## src/rtl/display_pkg.sv

```systemverilog
// Shared types and constants for the dashboard display page sequencer:
// FSM state encoding, page_id values and alert_code values.
package display_pkg;

   typedef enum logic [1:0] {
      ST_NORMAL = 2'd0,
      ST_OBD_RT = 2'd1,
      ST_OBD_FS = 2'd2,
      ST_ALERT  = 2'd3
   } state_e;

   localparam logic [2:0] PG_NORMAL = 3'd0;
   localparam logic [2:0] PG_OBD_RT = 3'd1;
   localparam logic [2:0] PG_OBD_FS = 3'd2;
   localparam logic [2:0] PG_ALERT  = 3'd3;

   localparam logic [1:0] AC_NONE = 2'd0;
   localparam logic [1:0] AC_TEMP = 2'd1;
   localparam logic [1:0] AC_FUEL = 2'd2;

   function automatic logic [2:0] page_of(input state_e s);
      case (s)
         ST_OBD_RT: page_of = PG_OBD_RT;
         ST_OBD_FS: page_of = PG_OBD_FS;
         ST_ALERT:  page_of = PG_ALERT;
         default:   page_of = PG_NORMAL;
      endcase
   endfunction

endpackage

```

## src/rtl/ms_down_timer.sv

```systemverilog
// Loadable millisecond down counter: counts tick_i strobes from PERIOD to 0,
// pulses expire_o on the tick that reaches 0 and reloads itself.
module ms_down_timer #(
   parameter int unsigned PERIOD = 1000
) (
   input  logic clk,
   input  logic rst,
   input  logic load_i,
   input  logic tick_i,
   output logic expire_o
);

   localparam int unsigned W = $clog2(PERIOD + 1);
   localparam logic [W-1:0] RELOAD = W'(PERIOD);

   logic [W-1:0] cnt_q, cnt_d;

   assign expire_o = tick_i && (cnt_q == W'(1));

   always_comb begin
      cnt_d = cnt_q;
      if (load_i || expire_o) cnt_d = RELOAD;
      else if (tick_i)        cnt_d = cnt_q - W'(1);
   end

   // NOTE: sequential state uses non-blocking assignments only, so every
   // flop samples the pre-edge value of its neighbours.
   always_ff @(posedge clk) begin
      if (rst) cnt_q <= RELOAD;
      else     cnt_q <= cnt_d;
   end

endmodule

```

## src/rtl/display_page_sequencer.sv

```systemverilog
// Dashboard display arbiter: drive view, rotating OBD pages and blinking
// engine alerts. Alert logic is built only when DISPLAY_ALERT_EN is defined.
module display_page_sequencer
   import display_pkg::*;
#(
   parameter int unsigned PAGE_MS   = 2000,
   parameter int unsigned ALERT_MS  = 3000,
   parameter int unsigned BLINK_MS  = 250,
   parameter int unsigned FUEL_LOW  = 15,
   parameter int unsigned TEMP_HIGH = 110,
   parameter int unsigned HYST      = 5
) (
   input  logic        clk,
   input  logic        rst,
   input  logic        tick_ms,
   input  logic        obd_mode_sw,
   input  logic        btn_next,
   input  logic [13:0] rpm,
   input  logic [7:0]  speed,
   input  logic [7:0]  fuel,
   input  logic [7:0]  temp,
   input  logic [7:0]  accel,
   output logic [13:0] left_val,
   output logic [13:0] right_val,
   output logic [2:0]  page_id,
   output logic        blank_left,
   output logic        blank_right,
   output logic        alert_active,
   output logic [1:0]  alert_code
);

   if (PAGE_MS < 1 || ALERT_MS < 1 || BLINK_MS < 1 || TEMP_HIGH < HYST ||
       TEMP_HIGH > 254 || FUEL_LOW + HYST > 255) begin : g_bad_params
      $error("display_page_sequencer: inconsistent timer or threshold parameters");
   end

   state_e      state_q, state_d;
   logic        sw_q;
   logic        page_load, page_en, page_exp;
   logic [2:0]  page_id_d;
   logic [13:0] left_d, right_d;
   logic        blank_l_d, blank_r_d, active_d;
   logic [1:0]  code_out_d;

   // Page timer only runs while an OBD page is showing, so it freezes in ALERT.
   assign page_en = tick_ms && (state_q == ST_OBD_RT || state_q == ST_OBD_FS);

   ms_down_timer #(.PERIOD(PAGE_MS)) u_page_tmr (
      .clk(clk), .rst(rst), .load_i(page_load), .tick_i(page_en), .expire_o(page_exp)
   );

`ifdef DISPLAY_ALERT_EN
   localparam logic [7:0] TEMP_SET = 8'(TEMP_HIGH);
   localparam logic [7:0] TEMP_CLR = 8'(TEMP_HIGH - HYST);
   localparam logic [7:0] FUEL_SET = 8'(FUEL_LOW);
   localparam logic [7:0] FUEL_CLR = 8'(FUEL_LOW + HYST);

   logic       temp_hi_q, temp_hi_d, temp_prev_q, temp_set;
   logic       fuel_lo_q, fuel_lo_d, fuel_prev_q, fuel_set;
   logic       pend_t_q, pend_t_d, pend_f_q, pend_f_d;
   state_e     saved_q, saved_d;
   logic [1:0] code_q, code_d;
   logic       vis_q, vis_d;
   logic       alert_load, alert_en, alert_exp, blink_exp;

   assign alert_en = tick_ms && (state_q == ST_ALERT);

   ms_down_timer #(.PERIOD(ALERT_MS)) u_alert_tmr (
      .clk(clk), .rst(rst), .load_i(alert_load), .tick_i(alert_en), .expire_o(alert_exp)
   );
   ms_down_timer #(.PERIOD(BLINK_MS)) u_blink_tmr (
      .clk(clk), .rst(rst), .load_i(alert_load), .tick_i(alert_en), .expire_o(blink_exp)
   );

   // Hysteresis flags; a request is the registered flag's rising edge.
   always_comb begin
      temp_hi_d = temp_hi_q;
      fuel_lo_d = fuel_lo_q;
      if (temp > TEMP_SET)       temp_hi_d = 1'b1;
      else if (temp <= TEMP_CLR) temp_hi_d = 1'b0;
      if (fuel < FUEL_SET)       fuel_lo_d = 1'b1;
      else if (fuel >= FUEL_CLR) fuel_lo_d = 1'b0;
   end

   assign temp_set = temp_hi_q && !temp_prev_q;
   assign fuel_set = fuel_lo_q && !fuel_prev_q;
   assign vis_d    = alert_load ? 1'b1 : (blink_exp ? !vis_q : vis_q);

   always_ff @(posedge clk) begin
      if (rst) begin
         temp_hi_q   <= 1'b0;
         temp_prev_q <= 1'b0;
         fuel_lo_q   <= 1'b0;
         fuel_prev_q <= 1'b0;
         pend_t_q    <= 1'b0;
         pend_f_q    <= 1'b0;
         saved_q     <= ST_NORMAL;
         code_q      <= AC_NONE;
         vis_q       <= 1'b1;
      end else begin
         temp_hi_q   <= temp_hi_d;
         temp_prev_q <= temp_hi_q;
         fuel_lo_q   <= fuel_lo_d;
         fuel_prev_q <= fuel_lo_q;
         pend_t_q    <= pend_t_d;
         pend_f_q    <= pend_f_d;
         saved_q     <= saved_d;
         code_q      <= code_d;
         vis_q       <= vis_d;
      end
   end
`endif

   // Next-state logic.
   // NOTE: every variable written here gets a default first, so no path
   // leaves one unassigned and no latch is inferred.
   always_comb begin
      state_d   = state_q;
      page_load = 1'b0;
`ifdef DISPLAY_ALERT_EN
      saved_d    = saved_q;
      code_d     = code_q;
      alert_load = 1'b0;
      pend_t_d   = pend_t_q || temp_set;
      pend_f_d   = pend_f_q || fuel_set;
`endif
      if (state_q != ST_ALERT) begin
         if (!obd_mode_sw) begin
            state_d = ST_NORMAL;
         end else if (state_q == ST_NORMAL || !sw_q) begin
            state_d   = ST_OBD_RT;
            page_load = 1'b1;
         end else if (page_exp || btn_next) begin
            state_d   = (state_q == ST_OBD_RT) ? ST_OBD_FS : ST_OBD_RT;
            page_load = 1'b1;
         end
`ifdef DISPLAY_ALERT_EN
         if (pend_t_d || pend_f_d) begin
            saved_d    = state_d;
            state_d    = ST_ALERT;
            alert_load = 1'b1;
         end
      end else if (alert_exp || btn_next) begin
         if (pend_t_d || pend_f_d) begin
            alert_load = 1'b1;
         end else begin
            code_d = AC_NONE;
            if (!obd_mode_sw) begin
               state_d = ST_NORMAL;
            end else if (saved_q == ST_NORMAL) begin
               state_d   = ST_OBD_RT;
               page_load = 1'b1;
            end else begin
               state_d = saved_q;
            end
         end
      end
      // Temperature always wins; the other request stays pending.
      if (alert_load) begin
         if (pend_t_d) begin
            code_d   = AC_TEMP;
            pend_t_d = 1'b0;
         end else begin
            code_d   = AC_FUEL;
            pend_f_d = 1'b0;
         end
`endif
      end
   end

   // Output values are derived from the next state so they land one cycle after the cause.
   always_comb begin
      page_id_d  = page_of(state_d);
      left_d     = '0;
      right_d    = '0;
      blank_l_d  = 1'b0;
      blank_r_d  = 1'b0;
      active_d   = 1'b0;
      code_out_d = AC_NONE;
      case (state_d)
         ST_NORMAL: begin
            left_d  = 14'(accel);
            right_d = 14'(speed);
         end
         ST_OBD_RT: begin
            left_d  = rpm;
            right_d = 14'(temp);
         end
         ST_OBD_FS: begin
            left_d  = 14'(fuel);
            right_d = 14'(speed);
         end
         default: begin
`ifdef DISPLAY_ALERT_EN
            active_d   = 1'b1;
            code_out_d = code_d;
            blank_r_d  = !vis_d;
            if (code_d == AC_FUEL) begin
               blank_l_d = 1'b1;
               right_d   = 14'(fuel);
            end else begin
               left_d  = rpm;
               right_d = 14'(temp);
            end
`endif
         end
      endcase
   end

   always_ff @(posedge clk) begin
      if (rst) begin
         state_q      <= ST_NORMAL;
         sw_q         <= 1'b0;
         page_id      <= PG_NORMAL;
         left_val     <= '0;
         right_val    <= '0;
         blank_left   <= 1'b0;
         blank_right  <= 1'b0;
         alert_active <= 1'b0;
         alert_code   <= AC_NONE;
      end else begin
         state_q      <= state_d;
         sw_q         <= obd_mode_sw;
         page_id      <= page_id_d;
         left_val     <= left_d;
         right_val    <= right_d;
         blank_left   <= blank_l_d;
         blank_right  <= blank_r_d;
         alert_active <= active_d;
         alert_code   <= code_out_d;
      end
   end

endmodule

```

## config.mk

```make
export PLATFORM = sky130hd
export DESIGN_NAME = display_page_sequencer
export DESIGN_NICKNAME = d
export VERILOG_FILES = /design/src/rtl/display_pkg.sv /design/src/rtl/ms_down_timer.sv /design/src/rtl/display_page_sequencer.sv
export SDC_FILE = /design/constraint.sdc
export NUM_CORES = 1
export LEC_CHECK = 0
export BUFFER_PORTS_ARGS = -buffer_cell sky130_fd_sc_hd__buf_2
export CORE_MARGIN = 2
export CORE_UTILIZATION = 50
export CTS_BUF_LIST = sky130_fd_sc_hd__clkbuf_8
export DETAILED_ROUTE_END_ITERATION = 10
export PLACE_DENSITY = 0.87
export SLEW_MARGIN = 25
export SYNTH_ARGS = -nofsm -noshare
export SYNTH_HDL_FRONTEND = slang
export SYNTH_SLANG_ARGS = --single-unit
```

## constraint.sdc

```tcl
create_clock -name clk -period 5.5 [get_ports clk]
set_clock_uncertainty 0.05 [all_clocks]
set_input_delay 0.55 -clock clk [delete_from_list [all_inputs] [get_ports clk]]
set_output_delay 0.55 -clock clk [all_outputs]
set_load 0.005 [all_outputs]
```

[Yosys cells after proc, flatten, opt, wreduce, memory -nomap -nowiden]
Cells that the tools add are included.
Storage, ports and cells
  register bits: 45
  bits in latches: 0
  RAM bits: 0
  bits in read-only memories: 0
  input bits: 51
  output and inout bits: 36
  logic and storage cells: 37
  memories: 0
Cells by class
  add/subtract/negate cells: 1
  multiply operators: 0
  div/mod/pow operators: 0
  order comparisons: 0
  equality and inequality tests: 7
  shifts and indexed selects: 0
  mux-type cells: 12
  bitwise logic cells: 0
  reductions and logical operators: 11
Operator list (count)
  $pmux 14 s3: 1
  $pmux 8 s2: 1
  $eq 11x1->1 const B: 1
  $sub 11x1->11 const B: 1
  $mux 2: 5
  $eq 2x2->1 const B: 3
  $pmux 2 s3: 1
  $eq 2x1->1 const B: 2
  $logic_not 2->1: 2
  $logic_or 1x1->1: 4
  $mux 1: 4
  $reduce_or 2->1: 2
  $logic_and 1x1->1: 2
  $ne 2x2->1 const B: 1
  $logic_not 1->1: 1

[Logic depth before layout (Yosys ltp)]
Gate-level depths: netlist of the first run.
  depth after elaboration: 12
  gate-level depth with buffers: 10
  depth with buffers taken out: 8

[By module]
Synthesis of the first run repeated with hierarchy kept, for this count alone.
Second synthesis, totals
  cells, all modules: 213
  area total of the unflattened synthesis: 2047.0 um2
By module, submodules not included
  display_page_sequencer: times used 1, cells each 148, area each 1468.9 um2
  ms_down_timer: times used 1, cells each 65, area each 578.1 um2

[Least setup slack after synthesis of the first run]
Ideal clock, no wire load.
  kind: register -> register
  start: register state_q[1]
  end: register left_val[3]
  setup time: 130 ps
  data arrival time: 2229 ps
  slack: 3091 ps
  cell stages (with the launch flop): 11
  buffers on the path: 2
  period minus slack after synthesis: 2409 ps
  cells stage by stage: dfxtp_1 > inv_1 > ha_1 > and2_1 > clkbuf_1 > nand4_2 > and4_4 > a221oi_4 > buf_6 > mux2i_1 > o32ai_1
Between the ends
  cells in the longest elaborated chain, start to end: 11
  elaborated cells on any way between the ends: 18
RTL lines
  start: declaration: line display_page_sequencer.sv:37  | state_e state_q, state_d;
  start signal: assignment: line display_page_sequencer.sv:222  | state_q <= state_d;
  $eq 2x1->1 or $eq 2x2->1 (tied branches): line display_page_sequencer.sv:46, display_page_sequencer.sv:134
  $logic_or 1x1->1: line display_page_sequencer.sv:46  | assign page_en = tick_ms && (state_q == ST_OBD_RT || state_q == ST_OBD_FS);
  $logic_and 1x1->1: line display_page_sequencer.sv:46
  $logic_and 1x1->1: line ms_down_timer.sv:18  | assign expire_o = tick_i && (cnt_q == W'(1));
  $logic_or 1x1->1: line display_page_sequencer.sv:133  | end else if (page_exp || btn_next) begin
  $mux 2: line display_page_sequencer.sv:133
  $mux 2: line display_page_sequencer.sv:130  | end else if (state_q == ST_NORMAL || !sw_q) begin
  $mux 2: line display_page_sequencer.sv:128  | if (!obd_mode_sw) begin
  $mux 2 *: line display_page_sequencer.sv:127  | if (state_q != ST_ALERT) begin
  $eq 2x2->1, or another cell as far along: line display_page_sequencer.sv:180  | case (state_d)
  $pmux 14 s3 *: line display_page_sequencer.sv:180
  end signal: assignment: line display_page_sequencer.sv:225  | left_val <= left_d;
  end: declaration: line display_page_sequencer.sv:23  | output logic [13:0] left_val,
Mark *: on every way between the ends. The rest lies on a longest branch, timed or not.
A chain may end at the register's enable or synchronous reset.

[Worst setup path after layout of the first run]
  start: register state_q[1]
  end: register left_val[5]
Same word-level chain as after synthesis.

==> summary.txt, run 1 <==
Status
  – Run status: finished clean

Die
  – DIE HEIGHT: 62.5 µm
  – Core Region: 3310 µm²
  – Die ar.: 3900 µm²
  – I/O Pins: 87
  – Die outline width: 62.5 µm
  – Starting Density: 0.516
  – Std-Cell Rows: 21

Final layout
  – Non-filler cells, final: 300
  – Final Util: 0.655
  – Final instance area: 2170 µm²
  – FILL cells: 290
  – Most frequent cells in the layout: 74 x buf_2, 37 x dfxtp_1, 12 x inv_1, 12 x conb_1
  – # diodes: 0
  – Final nets: 309
  – Share of cells above drive strength 1: 0.354
  – Commonest non-fill, non-tap cell in the layout: buf_2
  – Area Overhead vs Synth: 26.9%

Synthesis
  – Largest area contributor in the netlist: dfxtp_1
  – #FFs+latches synth: 37
  – Average size of a mapped cell: 9.44 µm²
  – Synth unique cells: 38
  – Yosys top cell area share: 0.433
  – Post-Syn Area: 1710 µm²
  – Post-synthesis sequential area ratio: 0.433
  – Top cells by area, synth: dfxtp_1 43%, buf_4 6.1%, mux2i_1 4.7%
  – YS warnings: 0
  – Post-Syn Instances: 181

Global routing
  – Largest net degree at the start of global routing: 26
  – First-pass GRT wire length: 6180 µm
  – GRT Util Overall: 0.200
  – GRT overflow: 0
  – Initial antenna violation count: 0
  – Vias in the first global route: 1411

Route
  – Vias: 1461
  – Avg WL per Cell: 12.1 µm
  – Iter 0 DRT Violations: 43
  – Via/cell ratio: 4.87
  – DRC: 0
  – Post-route antenna net violation count: 0
  – Total length of routed wires: 3640 µm
  – Pre-antenna DRT Iters: 4

CTS
  – TritonCTS clock tree: yes
  – Insertion delay to the later sink of the worst-skew pair: 280 ps
  – CTS Buffer Depth: 2
  – CTS Buf Count: 5
  – Setup Buffers After CTS: 0
  – TritonCTS Sinks: 37
  – Hold-fix buffers, CTS: 0
  – Post-CTS sizing: 0
  – Clk pin slew, worst setup/hold paths: 70 ps
  – H-tree Lvls: 2
  – Clk root buf: clkbuf_8

Setup path
  – Startpoint Class: register
  – Reg-to-Reg Start: state_q[1]
  – Slowest-stage cell, CP: a221oi_4
  – Max incr delay on CP: 480 ps
  – Critical Path RT: 5650 ps
  – CP delay by family, top: compound AO/OA/AOI/OAI gates
  – Crit end category: register
  – Worst Path Arrival: 2900 ps
  – Critical path peak fanout: 13
  – Worst setup path start: state_q[1]
  – Crit path buffers/inverters: 2
  – Kind of critical path: reg -> reg
  – Crit-path cells: inv_1 -> ha_1 -> and2_1 -> a41oi_1 -> nor2_1 -> a221oi_4 -> buf_6 -> nand2_2 -> o32ai_1

Min path
  – Hold Startpoint: rpm[13]
  – Worst hold path class: in -> reg

Timing
  – Final TNS setup: 0 ps
  – Final min period: 2750 ps
  – Unrepaired setup endpoints after global routing: no
  – Hold Vio Cnt, Final: 0
  – Endpoints failing setup: 0
  – Period utilization: 0.500
  – Fin. max-slew vios: 0
  – Slew @ Worst Pin: 547 ps
  – WHS: 440 ps
  – Peak Freq: 364 MHz
  – Relative slew slack: 0.635

Placed design
  – Port Buffers: 74
  – Placement Cell Area: 2040 µm²
  – GPL Wtd Cong: 0.783
  – Dpl cells: 291
  – Detail Placement HPWL: 2660 µm

Run
  – Max-cap viol count: 0

Pwr
  – Pleak: 0.00107 µW
  – Pwr/cell area: 272 nW/µm²
  – Worst vdd ir: 0.149 mV
==> metal layers <==
metal / global-route usage / vias up / share of wire
met4: 0.114 / 0 / 0.039
met1: 0.225 / 647 / 0.41
met2: 0.332 / 62 / 0.49
met3: 0.0631 / 14 / 0.059
li1: - / 738 / -
met5: 0 / - / 0
==> stage by stage <==
step           setup WS [ps]  total power [µW]
6_report                2750               589
5_1_grt                 2480               618
3_3_place_gp            2560               353
3_5_place_dp            2450               354
2_1_floorplan           3090               329
4_1_cts                 2420               594
==> power by group <==
| group | leakage [µW] | internal (µW) | switching (µW) | total [µW] |
|---|---|---|---|---|
| combinational | 0.000712 | 33.2 | 31.4 | 64.7 |
| clock | 0.0000574 | 147 | 93.2 | 241 |
| sequential | 0.000304 | 280 | 4.29 | 284 |
| total | 0.00107 | 460 | 129 | 589 |
==> path summary, 6_finish.rpt <==
path / to / slack [ps] / depth (start not counted)
worst max-delay path: left_val[5] / 2750 / 9
worst min-delay path: left_val[13] / 440 / 2
worst max register to register: left_val[5] / 2750 / 9
worst min register to register: u_page_tmr.cnt_q[3] / 460 / 2
==> flip-flops by register name (all words and copies together) (netlist names) <==
signal / count
page_id: 1
right_val: 8
u_page_tmr.cnt_q: 11
state_q: 2
left_val: 14
sw_q: 1
==> worst register-to-register path: cells and delay by family, from the launching register on <==
kind | cells | cell delay [ps]
adders and majority gates | 1 | 290
and+or+nand+nor | 3 | 460
AOI/OAI and AO/OA | 3 | 1050
buffers and inverters | 2 | 360
DFF | 1 | 460
==> area by class of cell <==
type                            count  area, µm²  area share
Multi-Input combinational cell    122        825       0.380
Timing Repair Buffer               75        382       0.176
Clock inverter                      2       37.5      0.0173
Sequential cell                    37        741       0.341
Clock buffer                        6       82.6      0.0381
Tap cell                           46       57.6      0.0265
Inverter                           12       45.0      0.0208
==> cells by family after synthesis <==
| family | synth area share |
|---|---|
| simple gates | 0.216 |
| compound gates | 0.116 |
| fa+ha+maj | 0.0366 |
| mux | 0.0469 |
| xor+xnor | 0.0410 |
| other cells | 0.00219 |
| flops | 0.433 |
| buf+inv | 0.108 |
==> cell usage after synthesis (all sizes together) <==
cell type and count:
a211oi 1, and2 3, nor2 9, a41oi 1, o41ai 1, nand3 10, nor3b 2, nor4b 1
nand2b 8, or3 1, or2 1, mux2i 8, clkbuf 5, nor3 1, a221oi 1, o21ai 1
and4 1, nor2b 4, o21a 1, inv 12, a21oi 11, conb 1, xor2 4, o22a 1
nor4 2, buf 16, xnor2 4, and3 6, nand4 1, ha 5, dfxtp 37, nand2 12
nand3b 1, o32ai 8
No activity file was read; power rests on OpenSTA's default activity.
==> inputs of run 2 (changes only) <==
ABC_AREA = 1   (was default)
CORE_UTILIZATION = 48   (was 50)
PLACE_DENSITY = 0.81   (was 0.87)
clock period = 2.8 ns   (was 5.5 ns; I/O delays follow)
==> summary.txt, run 2 <==
Setup path
  – Crit path buffers/inverters: 2 (unchanged)
  – Critical path depth in cells: 12 (+3)
  – Startpoint Class: register
  – CP delay by family, top: simple AND/OR/NAND/NOR gates
  – Crit end category: register
  – Worst setup path start: state_q[0]
  – Worst Path Arrival: 2490 ps (-410 ps)
  – Critical Path RT: 2990 ps (-2660 ps)
  – Reg-to-Reg Start: state_q[0]
  – Reg2Reg Setup Slack: 500 ps (-2250 ps)
  – Kind of critical path: reg -> reg
  – Max incr delay on CP: 510 ps (+30 ps)
  – Slowest-stage cell, CP: a21boi_2
  – Critical path peak fanout: 11 (-2)
  – Reg2reg end: left_val[3]
  – Reg2Reg Depth: 12 (+3)
  – Crit-path cells: inv_1 -> ha_1 -> nand2_2 -> nor2_1 -> nand3_2 -> nand3_2 -> nand2_2 -> a21boi_2 -> nand3_1 -> nand3_1 -> nand2_1 -> inv_1

Route
  – Total length of routed wires: 3930 µm (+7.9%)
  – Pre-antenna DRT Iters: 4 (unchanged)
  – Via/cell ratio: 4.68 (-3.9%)
  – Post-route antenna net violation count: 0 (unchanged)
  – Avg WL per Cell: 10.7 µm (-12%)
  – Vias: 1722 (+18%)
  – DRC: 0 (unchanged)
  – Iter 0 DRT Violations: 34 (-21%)

Status
  – Run status: finished clean

CTS
  – Setup Buffers After CTS: 0 (unchanged)
  – TritonCTS Sinks: 37 (unchanged)
  – CTS Buf Count: 5 (unchanged)
  – Clk root buf: clkbuf_8
  – Insertion delay to the later sink of the worst-skew pair: 290 ps (about the same)
  – H-tree Lvls: 2 (unchanged)
  – Clk pin slew, worst setup/hold paths: 70 ps (about the same)
  – CTS Buffer Depth: 2 (unchanged)
  – TritonCTS clock tree: yes
  – Hold-fix buffers, CTS: 0 (unchanged)
  – Post-CTS sizing: 0 (unchanged)

Final layout
  – Final nets: 373 (+21%)
  – Top Registers: left_val (14), u_page_tmr.cnt_q (11), right_val (8)
  – Final Util: 0.604 (-0.0517)
  – Number of flip-flops under the largest register name: 14 (unchanged)
  – Commonest non-fill, non-tap cell in the layout: buf_2
  – Area Overhead vs Synth: 23.6%
  – Multi-input gate area: 936 µm² (+14%)
  – FILL cells: 362 (+25%)
  – Most frequent cells in the layout: 74 x buf_2, 39 x nand2_1, 37 x dfxtp_1
  – # diodes: 0 (unchanged)
  – Biggest register: left_val
  – Register cell area after layout: 741 µm² (unchanged)
  – Share of cells above drive strength 1: 0.377 (+0.0230)

Timing
  – Relative slew slack: 0.580 (-0.0558)
  – WHS: 152 ps (-288 ps)
  – Fin. max-slew vios: 0 (unchanged)
  – Hold Vio Cnt, Final: 0 (unchanged)
  – Peak Freq: 435 MHz (+20%)
  – Final setup margin: 500 ps (-2250 ps)
  – Slew @ Worst Pin: 627 ps (+80.0 ps)
  – Unrepaired setup endpoints after global routing: no
  – Final TNS setup: 0 ps (unchanged)
  – Period utilization: 0.822 (+0.321)
  – Final min period: 2300 ps (-450 ps)
  – Endpoints failing setup: 0 (unchanged)

Placed design
  – Port Buffers: 74 (unchanged)
  – GPL Wtd Cong: 0.880 (+12%)
  – Pre-CTS WS: 526 ps (-1920 ps)
  – Detail Placement HPWL: 3030 µm (+14%)

Global routing
  – GRT overflow: 0 (unchanged)
  – GRT Util Overall: 0.185 (-0.0145)
  – Initial antenna violation count: 0 (unchanged)
  – Vias in the first global route: 1577 (+12%)
  – First-pass GRT wire length: 6350 µm (+2.8%)
  – Largest net degree at the start of global routing: 27 (+3.8%)

Synthesis
  – Top cells by area, synth: dfxtp_1 38%, nand3_2 7.8%, nand2_1 7.6%
  – Async S/R FF share, synth: 0 (unchanged)
  – Top cells by count, synth: 39 x nand2_1, 37 x dfxtp_1, 31 x inv_1
  – #FFs+latches synth: 37 (unchanged)
  – YS warnings: 0 (unchanged)
  – Post-Syn Area: 1930 µm² (+13%)
  – Yosys top cell area share: 0.385 (-0.0487)
  – Average size of a mapped cell: 7.96 µm² (-16%)
  – Top FF cell, synth: dfxtp_1
  – Post-synth EDFFs: 0 (unchanged)
  – Post-synthesis sequential area ratio: 0.385 (-0.0487)
  – Largest area contributor in the netlist: dfxtp_1
  – Most numerous cell in the Yosys netlist: nand2_1
  – Synth unique cells: 32 (-16%)
  – Post-Syn Instances: 242 (+34%)

Min path
  – Hold Path End: left_val[13]
  – Worst hold stages: 3 (+1)
  – Hold Startpoint: rpm[13]
  – Worst hold path class: in -> reg

Die
  – Core Region: 3940 µm² (+19%)
  – Die ar.: 4530 µm² (+16%)
  – I/O Pins: 87 (unchanged)
  – DIE HEIGHT: 67.3 µm (+7.8%)
  – Starting Density: 0.488 (-0.0278)
  – Std-Cell Rows: 23 (+9.5%)
  – Die outline width: 67.3 µm (+7.8%)

Run
  – Max-cap viol count: 0 (unchanged)

Pwr
  – Pleak: 0.00129 µW (+20%)
  – Worst vdd ir: 0.296 mV (+99%)
  – Pwr/cell area: 507 nW/µm² (+87%)
[run 2: power by group]
group / switching [µW] / total [µW] / leakage (µW) / internal [µW]
Sequential: 7.89 / 559 / 0.000304 / 551
Combinational: 91.9 / 164 / 0.000925 / 72.3
Clock: 194 / 483 / 0.0000574 / 290
[run 2: through the flow]
stage	instance area, µm²	cells	power [µW]
after floorplan	1970	253	683
after global placement	2260	360	732
after detailed placement	2260	360	736
after CTS	2380	368	1220
after global routing	2380	368	1270
final	2380	368	1210
[run 2: worst register-to-register path, cell delays in order (launching register included)]
cell and delay, ps:
dfxtp_1 410, inv_1 70, ha_1 310, nand2_2 100, nor2_1 150, nand3_2 110
nand3_2 110, nand2_2 80, a21boi_2 510, nand3_1 140, nand3_1 110, nand2_1 50
inv_1 50
[run 2: how the worst max path moves through the flow]
stage                  end
2_1_floorplan  left_val[4]
3_3_place_gp   left_val[2]
3_5_place_dp   left_val[9]
4_1_cts        left_val[9]
5_1_grt        left_val[3]
6_report       left_val[3]
[run 2: cell type report]
cell class / count / area share
Clock inverter: 2 / 0.0158
Timing Repair Buffer: 74 / 0.156
Tap cell: 50 / 0.0263
Inverter: 38 / 0.0631
Clock buffer: 6 / 0.0347
Sequential cell: 37 / 0.311
Multi-Input combinational cell: 161 / 0.393
[run 2: cell families after synthesis]
kind of cell / count (synthesis) / synth area share
other: 1 / 0.00195
flip-flops: 37 / 0.385
buffers and inverters: 55 / 0.151
XOR/XNOR: 4 / 0.0182
adder cells (fa/ha/maj): 5 / 0.0325
AND/OR/NAND/NOR: 121 / 0.353
AO/OA/AOI/OAI: 19 / 0.0591
[run 2: layer usage]
layer  vias to the layer above  wire length (µm)  track usage
met4                         0                47       0.0740
met5                         -                 0            0
met3                         6               210       0.0500
met2                        52              1940        0.316
li1                        899                 -            -
met1                       765              1730        0.220
